===== config.mk =====
export PLATFORM = sky130hd
export DESIGN_NAME = bank_arbiter
export DESIGN_NICKNAME = d
export VERILOG_FILES = /design/src/rtl/bank_arbiter.sv
export SDC_FILE = /design/constraint.sdc
export NUM_CORES = 1
export LEC_CHECK = 0
export CAP_MARGIN = 25
export CORE_MARGIN = 2
export CORE_UTILIZATION = 45
export DETAILED_ROUTE_END_ITERATION = 6
export PLACE_DENSITY_LB_ADDON = 0.08
export SLEW_MARGIN = 20
export SYNTH_ARGS = -nofsm -noshare
export SYNTH_HDL_FRONTEND = slang
export SYNTH_SLANG_ARGS = --single-unit
export TNS_END_PERCENT = 30

===== constraint.sdc =====
create_clock -name clk -period 6.7 [get_ports clk]
set_clock_uncertainty 0.15 [all_clocks]
set_input_delay 1.34 -clock clk [delete_from_list [all_inputs] [get_ports clk]]
set_output_delay 1.34 -clock clk [all_outputs]
set_load 0.01 [all_outputs]

===== src/rtl/bank_arbiter.sv =====
// bank_arbiter
//   Round-robin arbiter that lets NREQ requesters share one single-ported
//   memory bank. One request is accepted per cycle and issued to the bank
//   one cycle later. Read responses come back two cycles after acceptance,
//   tagged (one-hot rsp_valid) to the requester that issued them.
//
// Parameters
//   NREQ    number of requesters
//   ADDR_W  address width
//   DATA_W  data width
//
// Ports
//   clk                 rising-edge clock
//   reset               asynchronous, active-high reset
//   req_valid[NREQ]     per-requester request strobe
//   req_we[NREQ]        per-requester write (1) / read (0)
//   req_addr            packed addresses, requester i at [i*ADDR_W +: ADDR_W]
//   req_wdata           packed write data, same packing
//   req_ready[NREQ]     one-hot combinational grant
//   rsp_valid[NREQ]     one-hot read-response strobe
//   rsp_data            shared read data (valid when any rsp_valid bit set)
//   bank_addr           registered bank address
//   bank_data_in        registered bank write data
//   bank_read_enable    registered read command
//   bank_write_enable   registered write command (never with read)
//   bank_data_out       bank read data
//   bank_valid_out      bank read data valid (cycle after read_enable sampled)
//   conflict_cnt        saturating count of cycles with >=2 requests
//                       (present only when BANK_ARB_CONFLICT_CNT_EN is defined)
//
// Configuration macro: BANK_ARB_CONFLICT_CNT_EN

module bank_arbiter #(
  parameter int NREQ   = 4,
  parameter int ADDR_W = 8,
  parameter int DATA_W = 8
) (
  input  logic                     clk,
  input  logic                     reset,
  input  logic [NREQ-1:0]          req_valid,
  input  logic [NREQ-1:0]          req_we,
  input  logic [NREQ*ADDR_W-1:0]   req_addr,
  input  logic [NREQ*DATA_W-1:0]   req_wdata,
  output logic [NREQ-1:0]          req_ready,
  output logic [NREQ-1:0]          rsp_valid,
  output logic [DATA_W-1:0]        rsp_data,
  output logic [ADDR_W-1:0]        bank_addr,
  output logic [DATA_W-1:0]        bank_data_in,
  output logic                     bank_read_enable,
  output logic                     bank_write_enable,
  input  logic [DATA_W-1:0]        bank_data_out,
  input  logic                     bank_valid_out
`ifdef BANK_ARB_CONFLICT_CNT_EN
  ,
  output logic [15:0]              conflict_cnt
`endif
);

  localparam int IDX_W = (NREQ > 1) ? $clog2(NREQ) : 1;

  logic [IDX_W-1:0]  last_grant;
  logic [IDX_W-1:0]  gnt_idx;
  logic [NREQ-1:0]   gnt_oh;
  logic              gnt_any;
  logic [IDX_W-1:0]  cand_idx;
  logic [ADDR_W-1:0] sel_addr;
  logic [DATA_W-1:0] sel_wdata;
  logic              sel_we;

  logic [IDX_W-1:0]  cmd_id;
  logic [IDX_W-1:0]  rsp_id;
  logic              rsp_pend;

  // Round-robin search starting just after the last winner.
  always_comb begin
    gnt_any  = 1'b0;
    gnt_idx  = '0;
    gnt_oh   = '0;
    cand_idx = '0;
    for (int k = 1; k <= NREQ; k++) begin
      cand_idx = IDX_W'((int'(last_grant) + k) % NREQ);
      if (!gnt_any && req_valid[cand_idx]) begin
        gnt_any          = 1'b1;
        gnt_idx          = cand_idx;
        gnt_oh[cand_idx] = 1'b1;
      end
    end
    if (reset) begin
      gnt_any = 1'b0;
      gnt_oh  = '0;
    end
  end

  assign req_ready = gnt_oh;

  // Select the winning requester's command fields.
  always_comb begin
    sel_addr  = '0;
    sel_wdata = '0;
    sel_we    = 1'b0;
    for (int i = 0; i < NREQ; i++) begin
      if (gnt_oh[i]) begin
        sel_addr  = req_addr[i*ADDR_W +: ADDR_W];
        sel_wdata = req_wdata[i*DATA_W +: DATA_W];
        sel_we    = req_we[i];
      end
    end
  end

  // ---- accept -> bank command stage ----
  always_ff @(posedge clk or posedge reset) begin
    if (reset) begin
      last_grant        <= IDX_W'(NREQ - 1);
      bank_addr         <= '0;
      bank_data_in      <= '0;
      bank_read_enable  <= 1'b0;
      bank_write_enable <= 1'b0;
      cmd_id            <= '0;
    end else if (gnt_any) begin
      last_grant        <= gnt_idx;
      bank_addr         <= sel_addr;
      bank_data_in      <= sel_wdata;
      bank_read_enable  <= !sel_we;
      bank_write_enable <= sel_we;
      cmd_id            <= gnt_idx;
    end else begin
      // Idle cycle: no command, address/data hold their last value.
      bank_read_enable  <= 1'b0;
      bank_write_enable <= 1'b0;
    end
  end

  // ---- bank command -> response tag stage ----
  // bank_read_enable doubles as the valid of the command-stage tag, so only
  // reads arm rsp_pend and writes never produce a response.
  always_ff @(posedge clk or posedge reset) begin
    if (reset) begin
      rsp_id   <= '0;
      rsp_pend <= 1'b0;
    end else begin
      rsp_id   <= cmd_id;
      rsp_pend <= bank_read_enable;
    end
  end

  // Stray bank_valid_out without an outstanding read is ignored.
  always_comb begin
    rsp_valid = '0;
    if (rsp_pend && bank_valid_out)
      rsp_valid[rsp_id] = 1'b1;
  end

  assign rsp_data = bank_data_out;

`ifdef BANK_ARB_CONFLICT_CNT_EN
  function automatic logic [15:0] sat_inc16(input logic [15:0] v);
    return (v == 16'hFFFF) ? v : v + 16'd1;
  endfunction

  always_ff @(posedge clk or posedge reset) begin
    if (reset)
      conflict_cnt <= '0;
    else if ($countones(req_valid) >= 2)
      conflict_cnt <= sat_inc16(conflict_cnt);
  end
`endif

endmodule


; After elaboration in Yosys (flattened, before gate mapping)
; Cells that the tools add are included.
[op_classes]
shift = 0
multipliers = 0
bitwise_logic = 3
div = 0
muxes = 47
magnitude_cmp = 10
n_reduce_logical = 13
eq_ne = 0
n_addsub = 4
[op_table]
columns = op, n
row1 = 8-bit 2-to-1 mux, 8
row2 = 4-bit 2-to-1 mux, 6
row3 = 1-bit 2-to-1 mux, 20
row4 = 2-bit by 3-bit less-than comparator with 1-bit output (second input constant), 5
row5 = 4-bit bitwise OR, 3
row6 = 1-bit demux with 2-bit select, 5
row7 = 2-bit by 1-bit greater-or-equal comparator with 1-bit output (second input constant), 5
row8 = 1-bit logical AND, 9
row9 = 1-bit binary-select mux with 2-bit select, 4
row10 = 2-bit 2-to-1 mux, 4
row11 = 2-bit by 1-bit adder with 2-bit output (second input constant), 2
row12 = 2-bit adder (second input constant), 2
row13 = 1-bit zero test, 4
[word_totals]
ramBits = 0
romBits = 0
n_memories = 0
latch_bits = 0
elab_cells = 85
input_bits = 83
ff_bits = 25

; Depth between registers and ports, before layout
[logic_depth]
depth_word = 20
ltp_mapped = 13

; Least setup slack after synthesis
; No wires, ideal clock.
[synth_path]
path_kind = input to output
start = in req_valid[1]
end = out req_ready[1]
path_slack_ns = 2.157
n_path_buf = 2
cell_stages = 7
arrival_time_ns = 3.053
path_cell_list = or3b_4 a2111oi_4 o31ai_2 and3_1 buf_2 buf_4 nor2_1
[synth_via]
elab_chain_len = 13
[synth_rtl]
columns = element, line_no
row1 = start: declaration, 40  ; input logic [NREQ-1:0] req_valid,
row2 = 1-bit binary-select mux with 2-bit select, 82  ; if (!gnt_any && req_valid[cand_idx]) begin
row3 = 1-bit 2-to-1 mux (not written as such), 82
row4 = 1-bit 2-to-1 mux, 82
row5 = 1-bit zero test, 82
row6 = 1-bit logical AND, 82
row7 = 1-bit 2-to-1 mux, 82
row8 = 1-bit zero test, 82
row9 = 1-bit logical AND, 82
row10 = 1-bit 2-to-1 mux, 82
row11 = 1-bit zero test, 82
row12 = 1-bit logical AND, 82
row13 = 4-bit 2-to-1 mux *, 82
row14 = 4-bit 2-to-1 mux *, 88  ; if (reset) begin
row15 = end: declaration, 44  ; output logic [NREQ-1:0] req_ready,
; Mark *: on every way between the ends. The rest lies on a longest branch, timed or not. The select of a mux whose other input is x is not followed.

; Worst setup path in the final report
[layout_path]
start = in req_valid[0]
end = out req_ready[0]
; Same word-level chain as after synthesis.

==> impl_metrics.tcl <==
set metrics [dict create \
    outcome "completed" \
    rrSetupSlack_ns 2.83 \
    dieArea_sq_um 5892 \
    antenna_found_initial 0 \
    ys_types 56 \
    grt_pass1_wl_mm 12.20 \
    drtPass1Iterations 4 \
    htree_levels 1 \
    viasPerCell 6.049 \
    track_usage_pct 25.11 \
    layout-drive-gt1-share_pct 7.222 \
    cp-end-kind "output port" \
    r2r_end "bank_addr[1]" \
    worstRegToRegCells 9 \
    rr_startpoint "last_grant[0]" \
    postCtsHoldBufs 0 \
    grt_max_degree 40 \
    grt_pass1_vias 2483 \
    ant_nets 0 \
    rsz0062_at_grt "no" \
    cts_setup_buffers 0 \
    rows 26 \
    hpwl_mm 5.330 \
    fin_crit_ns 5.753 \
    cp_data_arrival_time_ns 4.26 \
    timing.fmax_mhz 173.8 \
    clock-sinks 25 \
    ys.flop_type "dfrtp_1" \
    crit_end "req_ready[0]" \
    synthesis.area_sq_um 2382 \
    slew-limit-headroom_pct 54.66 \
    startpoint_type "primary input" \
    cap_violations 0 \
    ir_drop_mv 0.2219 \
    start_util_pct 46.64 \
    area.sequential_sq_um 628.1 \
    post-route-period-util_pct 85.86 \
    io-pin-count 117 \
    power_leakage_nw 1.313 \
    clk_latency_ns 0.26 \
    synth_async_sr_flop_share_pct 100.0 \
    port_buffers 100 \
    powerDensity_nw_per_um2 374.5 \
    cp-startpoint "req_valid[0]" \
    die_y_um 76.76 \
    drc_errors 0 \
    overflow 0 \
    place_area_sq_um 3333 \
    netlist_instances 283 \
    cp_data_required_time_ns 5.21 \
    seq_area_frac_synth_pct 26.37 \
    numCtsBuffers 3 \
    synth_edf_count 0 \
    wl_mm 7.360 \
    ys_ff_latch 25 \
    drt-initial-drc-count 113 \
    root_buffer "clkbuf_8" \
    diodes 0 \
    syn2layout_area_growth_pct 41.96 \
    crit_type "in -> out" \
    synth_warnings 0 \
    drv_slew 0 \
    finalInstanceArea_sq_um 3382 \
    n_fill_cell 456 \
    syn_nets 374 \
    setup_tns_ns 0 \
    cts_tree "yes" \
    cts_resized 0 \
    avgSynthCellArea_sq_um 8.418 \
    coreArea_sq_um 5107 \
    worstMarginPinSlew_ns 0.6801 \
    multi_input_area_sq_um 1451 \
    setup_violations 0 \
    hold_ws_ns 0.2350 \
    hold_class "reg -> reg" \
    fin_nets 452 \
    cts.clk_slew.worst_paths_ns 0.09 \
    die_w_um 76.76 \
    hold_viol 0 \
    cts_buffer_depth 2 \
    wl_per_cell_um 17.12 \
    cp_max_fo 18 \
    gp_congestion 0.8709 \
    num_vias 2601 \
]
==> registers in the layout, indices dropped and copies added (netlist names) <==
signal and flops:
last_grant 2, bank_addr 8, rsp_pend 1, rsp_id 2, bank_read_enable 1, bank_write_enable 1
bank_data_in 8, cmd_id 2
==> per-stage QoR <==
step	utilization, %	instances	setup slack (ns)	power [W]
2_1_floorplan	-	283	2.157	0.0008794
3_3_place_gp	65.26	426	0.9524	0.001151
3_5_place_dp	65.26	426	0.9577	0.001165
4_1_cts	66.22	430	0.9453	0.001259
5_1_grt	66.22	430	0.7891	0.001359
6_report	66.22	430	0.9474	0.001266
==> where the power goes <==
group / switching [W] / internal [W]
clock: 0.0000493 / 0.0000421
sequential: 0.0000778 / 0.000236
combinational: 0.000462 / 0.000399
==> logic make-up (layout without fill, tap and decap cells) <==
family	Yosys count	in the layout	synth area share, %
AOI/OAI and AO/OA	105	105	33.72
adders and majority gates	8	8	4.202
buffers and inverters	61	138	12.97
DFF	25	25	26.37
muxes	6	6	3.729
and+or+nand+nor	78	78	19.01
==> final cells by class <==
cell class | instances | share of cell area [%]
clock buffer | 3 | 1.221
clock inverter | 1 | 0.2220
inverter | 24 | 2.664
multi-input combinational | 197 | 42.92
sequential | 25 | 18.57
tap | 70 | 2.590
timing repair buffer | 110 | 31.82
==> worst min-delay path by stage <==
stage	depth (start not counted)	from	slack, ns	end
2_1_floorplan	0	cmd_id[0]	0.20	rsp_id[0]
3_3_place_gp	0	cmd_id[0]	0.21	rsp_id[0]
3_5_place_dp	0	cmd_id[1]	0.22	rsp_id[1]
4_1_cts	0	cmd_id[1]	0.24	rsp_id[1]
5_1_grt	0	cmd_id[1]	0.25	rsp_id[1]
6_report	0	cmd_id[0]	0.23	rsp_id[0]
==> synthesized netlist by cell type, drive strengths merged (2+ instances only) <==
library cell	count	area (sq um)
o2111ai	2	17.52
inv	24	90.09
mux4	2	48.80
nor3b	2	15.01
o22ai	16	100.1
a21boi	2	15.02
nor4	2	18.77
o211a	2	20.02
a31oi	18	127.6
nand3	3	15.01
and3b	2	17.52
a211oi	18	135.1
clkbuf	13	48.80
dfstp	2	52.55
o21ai	7	35.03
o31a	2	18.77
nand3b	2	15.01
a21o	3	22.52
dfrtp	23	575.6
a311oi	17	148.9
ha	8	100.1
nand2b	2	12.51
mux2i	4	40.04
nor3	20	111.4
and3	2	12.51
a21oi	3	15.01
nand2	11	41.29
buf	24	170.2
nor2	7	26.28
or3	19	118.9
o31ai	3	27.52
o21a	4	30.03
==> per-layer routing <==
| metal | wire length (um) | track usage (%) | part of all wire, % | up-vias |
|---|---|---|---|---|
| met1 | 3138 | 35.43 | 43 | 1222 |
| met2 | 3559 | 40.53 | 48 | 124 |
| li1 | - | - | - | 1247 |
| met3 | 580 | 4.471 | 7.9 | 8 |
| met4 | 81 | 4.727 | 1.1 | 0 |
| met5 | 0 | 0 | 0 | - |
==> cells in the final DEF (no fill, tap or decap), types with 3 or more instances in the layout <==
master             n
nor3_1            19
a21oi_1            3
o21a_1             4
inv_1             24
o21ai_1            3
o21ai_0            4
o22ai_1           16
a311oi_1          17
nand2_1           11
a21o_1             3
buf_4             10
nand3_1            3
clkbuf_8           3
ha_1               8
dfrtp_1           23
mux2i_1            4
a31oi_1           17
a211oi_1          18
or3_1             19
clkdlybuf4s50_1  100
nor2_1             7
==> worst max-delay path: stages <==
cell	delay, ns
clkdlybuf4s50_1	0.75
or3b_4	0.45
a2111oi_4	0.51
o31ai_1	0.20
a31oi_4	0.20
buf_4	0.24
clkdlybuf4s50_1	0.57
Power figures use the tool's default switching activity.
